===== src/rtl/audio_pkg.sv =====
// Shared types and constants for the audio capture path.
// Register map, control word layout and receive FSM states.
package audio_pkg;

  localparam int SAMPLE_W_DEF   = 16;
  localparam int FIFO_DEPTH_DEF = 32;
  localparam int IRQ_THRESH_DEF = 16;

  localparam logic ADDR_DATA = 1'b0;
  localparam logic ADDR_CTRL = 1'b1;

  typedef logic [SAMPLE_W_DEF-1:0] sample_t;

  typedef struct packed {
    logic [1:0] chan_sel;
    logic       irq_en;
    logic       enable;
  } ctrl_t;

  localparam ctrl_t CTRL_RESET = '{chan_sel: 2'b11, irq_en: 1'b0, enable: 1'b0};

  typedef enum logic [2:0] {IDLE, SYNC, SKIP, SHIFT, PUSH} rx_state_t;

endpackage


===== src/rtl/sample_fifo.sv =====
// Single-clock sample FIFO; a push while full is accepted only alongside a pop.
// Zero-latency head (rd_dat shows the oldest entry); count/full/empty update the clk after push/pop.
module sample_fifo #(
  parameter int WIDTH = 17,
  parameter int DEPTH = 32
) (
  input  logic                     clk,
  input  logic                     resetn,
  input  logic                     push,
  input  logic                     pop,
  input  logic [WIDTH-1:0]         wr_dat,
  output logic [WIDTH-1:0]         rd_dat,
  output logic [$clog2(DEPTH):0]   count,
  output logic                     full,
  output logic                     empty
);
  localparam int PTR_W = $clog2(DEPTH);
  localparam int CNT_W = PTR_W + 1;

  logic [WIDTH-1:0] mem_q [DEPTH];
  logic [WIDTH-1:0] mem_d [DEPTH];
  logic [PTR_W-1:0] wr_ptr_q, wr_ptr_d, rd_ptr_q, rd_ptr_d;
  logic [CNT_W-1:0] count_q, count_d;
  logic             push_ok, pop_ok;

  assign full   = (count_q == CNT_W'(DEPTH));
  assign empty  = (count_q == '0);
  assign count  = count_q;
  assign rd_dat = mem_q[rd_ptr_q];

  always_comb begin
    pop_ok   = pop & ~empty;
    push_ok  = push & (~full | pop_ok);
    mem_d    = mem_q;
    if (push_ok) begin
      mem_d[wr_ptr_q] = wr_dat;
    end
    // Pointers are power-of-two wide, so plain increment wraps.
    wr_ptr_d = wr_ptr_q + PTR_W'(push_ok);
    rd_ptr_d = rd_ptr_q + PTR_W'(pop_ok);
    count_d  = count_q + CNT_W'(push_ok) - CNT_W'(pop_ok);
  end

  always_ff @(posedge clk or negedge resetn) begin
    if (!resetn) begin
      mem_q    <= '{default: '0};
      wr_ptr_q <= '0;
      rd_ptr_q <= '0;
      count_q  <= '0;
    end else begin
      mem_q    <= mem_d;
      wr_ptr_q <= wr_ptr_d;
      rd_ptr_q <= rd_ptr_d;
      count_q  <= count_d;
    end
  end

endmodule


===== src/rtl/i2s_adc_capture.sv =====
// I2S ADC receiver: deserialises codec samples into a FIFO read over an Avalon slave.
// Push 1 clk after the LSB bclk rise; full FIFO drops samples and sets sticky ovf; readdata 1-clk latency.
module i2s_adc_capture
  import audio_pkg::*;
#(
  parameter int SAMPLE_W   = SAMPLE_W_DEF,
  parameter int FIFO_DEPTH = FIFO_DEPTH_DEF,
  parameter int IRQ_THRESH = IRQ_THRESH_DEF
) (
  input  logic        clk,
  input  logic        resetn,
  input  logic        aud_bclk,
  input  logic        aud_adclrck,
  input  logic        aud_adcdat,
  input  logic        chipselect,
  input  logic        address,
  input  logic        read,
  input  logic        write,
  input  logic [15:0] writedata,
  output logic [15:0] readdata,
  output logic        irq
);
  localparam int CNT_W = $clog2(FIFO_DEPTH) + 1;
  localparam int BIT_W = $clog2(SAMPLE_W);

  // Synchroniser bit order is {bclk, lrck, dat}.
  logic [2:0]          sync0_q, sync0_d, sync1_q, sync1_d;
  logic                bclk_prev_q, bclk_prev_d, lrck_prev_q, lrck_prev_d;
  logic                bclk_s, lrck_s, dat_s, bclk_rise, lrck_edge;

  rx_state_t           state_q, state_d;
  logic [SAMPLE_W-1:0] shreg_q, shreg_d;
  logic [BIT_W-1:0]    bitcnt_q, bitcnt_d;
  logic                chan_q, chan_d;
  logic                push;

  ctrl_t               ctrl_q, ctrl_d;
  logic                ovf_q, ovf_d;
  logic [15:0]         readdata_q, readdata_d;
  logic                irq_q, irq_d;

  logic                rd_data_req, rd_stat_req, ctrl_wr, clr_ovf, pop, overflow, head_chan;
  logic [5:0]          cnt_sat;
  logic [15:0]         status;
  logic [SAMPLE_W:0]   fifo_rd_dat;
  logic [CNT_W-1:0]    fifo_count;
  logic                fifo_full, fifo_empty;
  logic                wdat_unused;

  assign wdat_unused = ^writedata[15:5];

  always_comb begin
    sync0_d     = {aud_bclk, aud_adclrck, aud_adcdat};
    sync1_d     = sync0_q;
    bclk_prev_d = sync1_q[2];
    lrck_prev_d = sync1_q[1];
  end

  assign bclk_s    = sync1_q[2];
  assign lrck_s    = sync1_q[1];
  assign dat_s     = sync1_q[0];
  assign bclk_rise = bclk_s & ~bclk_prev_q;
  assign lrck_edge = lrck_s ^ lrck_prev_q;

  always_comb begin
    state_d  = state_q;
    shreg_d  = shreg_q;
    bitcnt_d = bitcnt_q;
    chan_d   = chan_q;
    push     = 1'b0;
    if (!ctrl_q.enable) begin
      state_d  = IDLE;
      shreg_d  = '0;
      bitcnt_d = '0;
    end else begin
      unique case (state_q)
        IDLE: state_d = SYNC;
        SYNC: begin
          if (lrck_edge) begin
            chan_d  = lrck_s;
            state_d = SKIP;
          end
        end
        // The first rise after a frame-clock change is the I2S one-bit delay slot.
        SKIP: begin
          if (lrck_edge) begin
            chan_d = lrck_s;
          end else if (bclk_rise) begin
            bitcnt_d = '0;
            state_d  = SHIFT;
          end
        end
        SHIFT: begin
          if (lrck_edge) begin
            chan_d   = lrck_s;
            shreg_d  = '0;
            bitcnt_d = '0;
            state_d  = SKIP;
          end else if (bclk_rise) begin
            shreg_d = {shreg_q[SAMPLE_W-2:0], dat_s};
            if (bitcnt_q == BIT_W'(SAMPLE_W - 1)) begin
              state_d = PUSH;
            end else begin
              bitcnt_d = bitcnt_q + 1'b1;
            end
          end
        end
        PUSH: begin
          push    = ctrl_q.chan_sel[chan_q];
          state_d = SYNC;
        end
        default: state_d = IDLE;
      endcase
    end
  end

  sample_fifo #(
    .WIDTH (SAMPLE_W + 1),
    .DEPTH (FIFO_DEPTH)
  ) u_fifo (
    .clk    (clk),
    .resetn (resetn),
    .push   (push),
    .pop    (pop),
    .wr_dat ({chan_q, shreg_q}),
    .rd_dat (fifo_rd_dat),
    .count  (fifo_count),
    .full   (fifo_full),
    .empty  (fifo_empty)
  );

  always_comb begin
    rd_data_req = chipselect & read & (address == ADDR_DATA);
    rd_stat_req = chipselect & read & (address == ADDR_CTRL);
    ctrl_wr     = chipselect & write & (address == ADDR_CTRL);
    clr_ovf     = ctrl_wr & writedata[4];
    pop         = rd_data_req & ~fifo_empty;
    overflow    = push & fifo_full & ~pop;
    head_chan   = ~fifo_empty & fifo_rd_dat[SAMPLE_W];
    cnt_sat     = (32'(fifo_count) > 63) ? 6'd63 : 6'(fifo_count);
    status      = {ctrl_q.chan_sel, ctrl_q.irq_en, ctrl_q.enable, head_chan, ovf_q,
                   fifo_full, fifo_empty, 2'b00, cnt_sat};

    readdata_d = readdata_q;
    if (rd_data_req) begin
      readdata_d = fifo_empty ? 16'h0000 : 16'(fifo_rd_dat[SAMPLE_W-1:0]);
    end else if (rd_stat_req) begin
      readdata_d = status;
    end

    ctrl_d = ctrl_q;
    if (ctrl_wr) begin
      ctrl_d.enable   = writedata[0];
      ctrl_d.irq_en   = writedata[1];
      ctrl_d.chan_sel = writedata[3:2];
    end

    // A fresh overflow beats a coincident clear.
    ovf_d = ovf_q;
    if (clr_ovf) ovf_d = 1'b0;
    if (overflow) ovf_d = 1'b1;

    irq_d = ctrl_q.irq_en & ((32'(fifo_count) >= IRQ_THRESH) | ovf_q);
  end

  always_ff @(posedge clk or negedge resetn) begin
    if (!resetn) begin
      sync0_q     <= '0;
      sync1_q     <= '0;
      bclk_prev_q <= 1'b0;
      lrck_prev_q <= 1'b0;
      state_q     <= IDLE;
      shreg_q     <= '0;
      bitcnt_q    <= '0;
      chan_q      <= 1'b0;
      ctrl_q      <= CTRL_RESET;
      ovf_q       <= 1'b0;
      readdata_q  <= '0;
      irq_q       <= 1'b0;
    end else begin
      sync0_q     <= sync0_d;
      sync1_q     <= sync1_d;
      bclk_prev_q <= bclk_prev_d;
      lrck_prev_q <= lrck_prev_d;
      state_q     <= state_d;
      shreg_q     <= shreg_d;
      bitcnt_q    <= bitcnt_d;
      chan_q      <= chan_d;
      ctrl_q      <= ctrl_d;
      ovf_q       <= ovf_d;
      readdata_q  <= readdata_d;
      irq_q       <= irq_d;
    end
  end

  assign readdata = readdata_q;
  assign irq      = irq_q;

endmodule

===== config.mk =====
export PLATFORM = sky130hd
export DESIGN_NAME = i2s_adc_capture
export DESIGN_NICKNAME = d
export VERILOG_FILES = /design/src/rtl/audio_pkg.sv /design/src/rtl/sample_fifo.sv /design/src/rtl/i2s_adc_capture.sv
export SDC_FILE = /design/constraint.sdc
export NUM_CORES = 1
export LEC_CHECK = 0
export CAP_MARGIN = 20
export CORE_UTILIZATION = 60
export CTS_CLUSTER_DIAMETER = 200
export DETAILED_ROUTE_END_ITERATION = 6
export PLACE_DENSITY = 0.81
export REMOVE_ABC_BUFFERS = 1
export SYNTH_ARGS = -nofsm -noshare
export SYNTH_HDL_FRONTEND = slang
export SYNTH_SLANG_ARGS = --single-unit

===== constraint.sdc =====
create_clock -name clk -period 4.2 [get_ports clk]
set_input_delay 0.63 -clock clk [delete_from_list [all_inputs] [get_ports clk]]
set_output_delay 0.63 -clock clk [all_outputs]
set_load 0.02 [all_outputs]

==> flow_summary.ini, run 1 <==
[outcome]
status = completed

[power]
p_sw_share_pct = 27.84
seqPwrFrac_pct = 44.2
clockPowerShare_pct = 39.0
power.density_nw_per_um2 = 469.4
switching_power_mw = 4.059
power.leakage_nw = 14.91
p_comb_share_pct = 16.8
ir_drop_v = 0.0003691
intPower_mw = 10.52

[cts]
cts_max_level = 2
cts_buffers = 60
clock-sinks = 614
clk_pin_slew_ns = 0.06
post_cts_buffers = 0
clockBufferDepth = 3
clock_latency_ns = 0.62
hold_buffers = 0
cts_tree = yes
cts-root-buf = clkbuf_16
cts_resized = 0

[critical_path]
arrival_ns = 3.53
path_cells = inv_1, ha_1, and4bb_2, o31ai_4, nand4_1, nor2_2, buf_12, mux2_2
crit_family = simple AND/OR/NAND/NOR gates
max_stage_delay_ns = 0.55
crit_fanout = 12
cp.buffers_inverters = 2
crit_required_ns = 4.70
worstSetupStartpointType = flip-flop
criticalPathCategory = reg2reg
slowest_stage = nor2_2
worst_setup_path_end_kind = flip-flop

[placement]
routabilityCongestion = 0.8533
hpwlAfterDp_mm = 38.32
pre_cts_slack_ns = 0.6670
io_buffers = 30
post_dp_cell_area_um2 = 28820

[route]
drc = 0
viasPerCell = 6.463
drtIter0Drc = 1190
ant_nets = 0
via_count = 15820
wirelength_mm = 64.46
wl_per_cell_um = 26.34
first_pass_iters = 5

[global_route]
gr-total-overflow = 0
antenna_found_initial = 3
grt_pass1_wl_mm = 101.9
track_usage_pct = 28.70
grt_pass1_vias = 17050
grt_max_degree = 120

[logic_synthesis]
synthCells = 1788
yosys.area_share.adder_pct = 0.7463
synth.avg_cell_area_um2 = 15.57
synth_xor_area_share_pct = 0.3776
ys_ff_latch = 614
synth_cell_type_count = 52
synth_top_area_cell = dfrtp_1
syn_area_um2 = 27830
synth_compound_area_share_pct = 1.609
synth_top_family_by_area = multiplexers
muxShareOfSynthArea_pct = 36.22
synth_top_area_share_pct = 55.03
seq_area_frac_synth_pct = 55.21
synth_edf_count = 0
async_reset_ff_share_pct = 100.0
synth-simple-area-share_pct = 3.268
synth_top_flop_cell = dfrtp_1
yosys_warnings = 0
yosys-top-cells-area = dfrtp_1, mux2_2, mux4_2

[sta]
max_slew.worst_pin.slew_ns = 1.139
finalCritPeriodShare_pct = 72.14
period_needed_ns = 3.030
timing.final.ws_setup_ns = 1.170
skew_ns = 0.01849
timing.fmax_ghz = 0.3301
max_slew_margin_pct = 24.05
hold_viol = 0
setup_viol = 0
drv_slew = 0
rsz0062_at_grt = no

[floorplanning]
core_um2 = 45580
die-area_um2 = 47250
fp-row-count = 78
start_util_pct = 61.07
die_x_um = 217.4
ios = 42
fp.dieH_um = 217.4

[layout]
fillers = 2985
syn2layout_area_growth_pct = 11.57
multi_input_area_um2 = 11790
regArea_um2 = 15380
final_cell_mix = dfrtp_1, mux2_2, mux4_2, clkbuf_16, nand2_1
layout_commonest_cell = dfrtp_1
final_area_um2 = 31050
nets = 1836
drive_gt1_share_pct = 49.02

[flow_run]
drv_cap = 0

[worst_hold_path]
hold_class = in2async
cells in the mapped netlist, drive strengths merged (3+ instances only):
cell,n
dfrtp,612
inv,19
mux4,154
nand2,71
a22oi,11
nor2b,6
nand4,6
ha,15
o221ai,6
nor3,11
mux2,549
a31oi,4
nor4b,3
and2,5
nor2,24
buf,51
a21oi,16
xor2,6
nand2b,5
mux2i,43
nand3,27
clkbuf,96
xnor2,6
o21ai,16
layer usage:
metal	wire [um]	part of all wire [%]	global-route usage, %
met1	26300	41	38.92
met2	31670	49	46.53
met3	4363	6.8	5.311
met4	2114	3.3	10.87
met5	10	0.016	0
flip-flops by register name (all words and copies together), names as in the netlist, 4 cells and up:
name             count
ctrl_q               4
u_fifo.wr_ptr_q      5
u_fifo.mem_q       544
shreg_q             16
u_fifo.count         6
readdata            16
bitcnt_q             4
u_fifo.rd_ptr_q      5
worst register-to-register path, delay by kind of cell (launching register included):
| family | cells | cell delay (ns) |
|---|---|---|
| AOI/OAI and AO/OA | 1 | 0.42 |
| adders and majority gates | 1 | 0.23 |
| buffers and inverters | 2 | 0.33 |
| DFF | 1 | 0.35 |
| muxes | 1 | 0.35 |
| and+or+nand+nor | 3 | 1.24 |
kinds of logic (layout without fill, tap and decap cells):
family | after synthesis | count (layout)
AOI/OAI and AO/OA | 67 | 67
xor gates and xnor gates | 12 | 12
adders and majority gates | 16 | 16
buffers and inverters | 166 | 224
DFF | 614 | 614
muxes | 746 | 746
other | 0 | 1
and+or+nand+nor | 167 | 167
path summary, 6_finish.rpt:
path	from	end	slack, ns	cells after the start
setup / recovery	u_fifo.count[2]$_DFF_PN0_	u_fifo.mem_q[92]$_DFFE_PN0P_	1.17	8
hold / removal	resetn	u_fifo.mem_q[484]$_DFFE_PN0P_	0.08	1
setup reg to reg	u_fifo.count[2]$_DFF_PN0_	u_fifo.mem_q[92]$_DFFE_PN0P_	1.17	8
hold reg to reg	sync0_q[1]$_DFF_PN0_	sync1_q[1]$_DFF_PN0_	0.36	0
max in group asynchronous	resetn	u_fifo.mem_q[525]$_DFFE_PN0P_	2.95	2
min in group clk	sync0_q[1]$_DFF_PN0_	sync1_q[1]$_DFF_PN0_	0.36	0
power groups by stage:
stage                     Clock, mW  Sequential [mW]  Combinational [mW]
after global placement            0             6.56                2.39
final                          5.68             6.44                2.45
after detailed placement          0             6.57                2.44
after floorplan                   0             6.87                1.27
after CTS                      5.75             6.46                2.45
after global routing           6.00             6.47                2.65
metrics by stage:
step	total power, mW	cells	TNS [ns]	utilization (%)	hold WS [ns]
floorplan	8.136	1641	-42.01	-	0.3312
global placement	8.948	2326	0	63.24	0.3361
detailed placement	9.003	2326	0	63.24	0.3388
CTS	14.66	2439	0	67.83	0.1433
finish	14.58	2447	0	68.13	0.07978
global route	15.12	2446	0	68.13	0.1803
layout make-up:
class / instances / area share, %
Clock buffer: 91 / 5.697
Timing Repair Buffer: 92 / 3.111
Inverter: 19 / 0.2297
Multi-Input combinational cell: 1008 / 37.97
Clock inverter: 22 / 1.044
Tap cell: 600 / 2.418
Antenna cell: 1 / 0.008059
Sequential cell: 614 / 49.52
Power figures use the tool's default switching activity.
==> inputs of run 2 (changes only) <==
- clock period: 4.2 -> 2.79 ns (I/O delays scaled with it)
==> flow_summary.ini, run 2 (synthesis gave the netlist of run 1 again) <==
[cts]
clockBufferDepth = 3
cts_max_level = 3
cts_buffers = 66
clock_latency_ns = 0.60
clk_pin_slew_ns = 0.06
clock-sinks = 614
cts_tree = yes
cts-root-buf = clkbuf_16

[power]
intPower_mw = 16.35
seqPwrFrac_pct = 41.9
p_comb_share_pct = 19.8
p_sw_share_pct = 27.68
total_power_mw = 22.60
ir_drop_v = 0.0006914
power.density_nw_per_um2 = 706.6
power.leakage_nw = 15.38
clockPowerShare_pct = 38.3
switching_power_mw = 6.256

[outcome]
status = completed

[sta]
timing.fmax_ghz = 0.3744
skew_ns = 0.01953
finalCritPeriodShare_pct = 95.74
max_slew.worst_pin.slew_ns = 1.112
setup_viol = 0
timing.final.ws_setup_ns = 0.1190
drv_slew = 0
max_slew_margin_pct = 25.86
period_needed_ns = 2.671
hold_viol = 0
rsz0062_at_grt = no

[critical_path]
crit_required_ns = 3.26
worst_setup_path_end_kind = flip-flop
slowest_stage = mux2_2
crit_fanout = 9
cpMostUsedCell = buf_4
crit_family = simple AND/OR/NAND/NOR gates
arrival_ns = 3.14
cp.buffers_inverters = 4
path_cells = inv_1, ha_1, and4bb_2, buf_4, o31ai_4, buf_12, nand4_1, nor2_2, buf_4, mux2_2
worstSetupStartpointType = flip-flop
criticalPathCategory = reg2reg
max_stage_delay_ns = 0.36

[placement]
io_buffers = 30
pre_cts_slack_ns = -0.07927
routabilityCongestion = 0.8233
hpwlAfterDp_mm = 40.44
place_inst = 2377
post_dp_cell_area_um2 = 29650

[flow_run]
drv_cap = 0

[worst_hold_path]
hold_class = in2reg

[route]
wirelength_mm = 66.81
first_pass_iters = 5
viasPerCell = 6.500
drtIter0Drc = 1427
via_count = 16260
drc = 0
wl_per_cell_um = 26.71
ant_nets = 0

[global_route]
grt_pass1_wl_mm = 104.5
grt_pass1_vias = 17200
track_usage_pct = 29.73
gr-total-overflow = 0
grt_max_degree = 78
antenna_found_initial = 0

[floorplanning]
die_x_um = 217.4
fp.dieH_um = 217.4
fp-row-count = 78
core_um2 = 45580
ios = 42
start_util_pct = 61.07
die-area_um2 = 47250

[layout]
stdcell_count = 2501
utilization_pct = 70.19
layout_commonest_cell = dfrtp_1
final_cell_mix = dfrtp_1, mux2_2, mux4_2, clkbuf_16, buf_4
largest_reg_flops = 544
top_register = u_fifo.mem_q
num_antenna_cells = 0
syn2layout_area_growth_pct = 14.95
final_area_um2 = 31990
drive_gt1_share_pct = 50.71
nets = 1899
## run 2: changes by cell type in the layout (fill, tap and decap cells not counted), sizes merged
cell,previous run,this run
buf,63,119
clkbuf,91,100
bufinv,8,3
clkinv,11,6
clkinvlp,1,0
diode,1,0
dlygate4sd3,0,1
## run 2: worst reg2reg max path: stages, from the launching register on
cell and delay, ns:
dfrtp_1 0.34, inv_1 0.08, ha_1 0.21, and4bb_2 0.24, buf_4 0.16, o31ai_4 0.21, buf_12 0.16, nand4_1 0.28
nor2_2 0.23, buf_4 0.26, mux2_2 0.37
## run 2: what timing repair did
action | CTS | global route
endpoints found under the hold margin | 57 | 0
resized for setup | 0 | 3
hold buffers | 1 | 0
endpoints found under the setup margin | 0 | 3
setup buffers | 0 | 7
## run 2: per-stage QoR
step / hold WS [ns] / setup TNS (ns)
2_1_floorplan: 0.1229 / -84.44
3_3_place_gp: 0.3340 / -0.3049
3_5_place_dp: 0.3347 / -9.310
6_report: 0.2679 / 0
5_1_grt: 0.2516 / 0
4_1_cts: 0.2409 / 0
## run 2: path summary, 6_finish.rpt
check                                     startpoint                            end  slack (ns)  cells after the start
setup / recovery           u_fifo.count[2]$_DFF_PN0_   u_fifo.mem_q[62]$_DFFE_PN0P_        0.12                     10
hold / removal                            aud_adcdat           sync0_q[0]$_DFF_PN0_        0.27                      1
setup reg to reg           u_fifo.count[2]$_DFF_PN0_   u_fifo.mem_q[62]$_DFFE_PN0P_        0.12                     10
hold reg to reg                 sync0_q[0]$_DFF_PN0_           sync1_q[0]$_DFF_PN0_        0.34                      0
max in group asynchronous                     resetn  u_fifo.mem_q[169]$_DFFE_PN0P_        1.45                      3
min in group asynchronous                     resetn      u_fifo.count[3]$_DFF_PN0_        0.42                      2
## run 2: area by class of cell
| class | count | area (um2) |
|---|---|---|
| clock buffers | 100 | 2013 |
| fillers | 2806 | 13580 |
| clock inverters | 11 | 137.6 |
| repair buffers | 149 | 1843 |
| flip-flops and latches | 614 | 15380 |
| well taps | 600 | 750.7 |
| inverters | 19 | 71.32 |
| multi-input cells | 1008 | 11800 |
## run 2: power by group through the flow
stage               sequential [mW]  clock, mW  combinational (mW)
global placement               9.69          0                4.17
finish                         9.46       8.66                4.48
floorplan                      10.1          0                1.61
global route                   9.48       9.13                4.78
detailed placement             9.70          0                4.25
CTS                            9.55       8.78                4.27
## run 2: layer usage
| layer | wire, um | up-vias | GRT usage (%) | part of all wire, % |
|---|---|---|---|---|
| li1 | - | 6742 | - | - |
| met1 | 27560 | 8867 | 40.78 | 41 |
| met2 | 32980 | 515 | 48.04 | 49 |
| met3 | 3957 | 132 | 5.604 | 5.9 |
| met4 | 2319 | 0 | 10.40 | 3.5 |
| met5 | 0 | - | 0 | 0 |
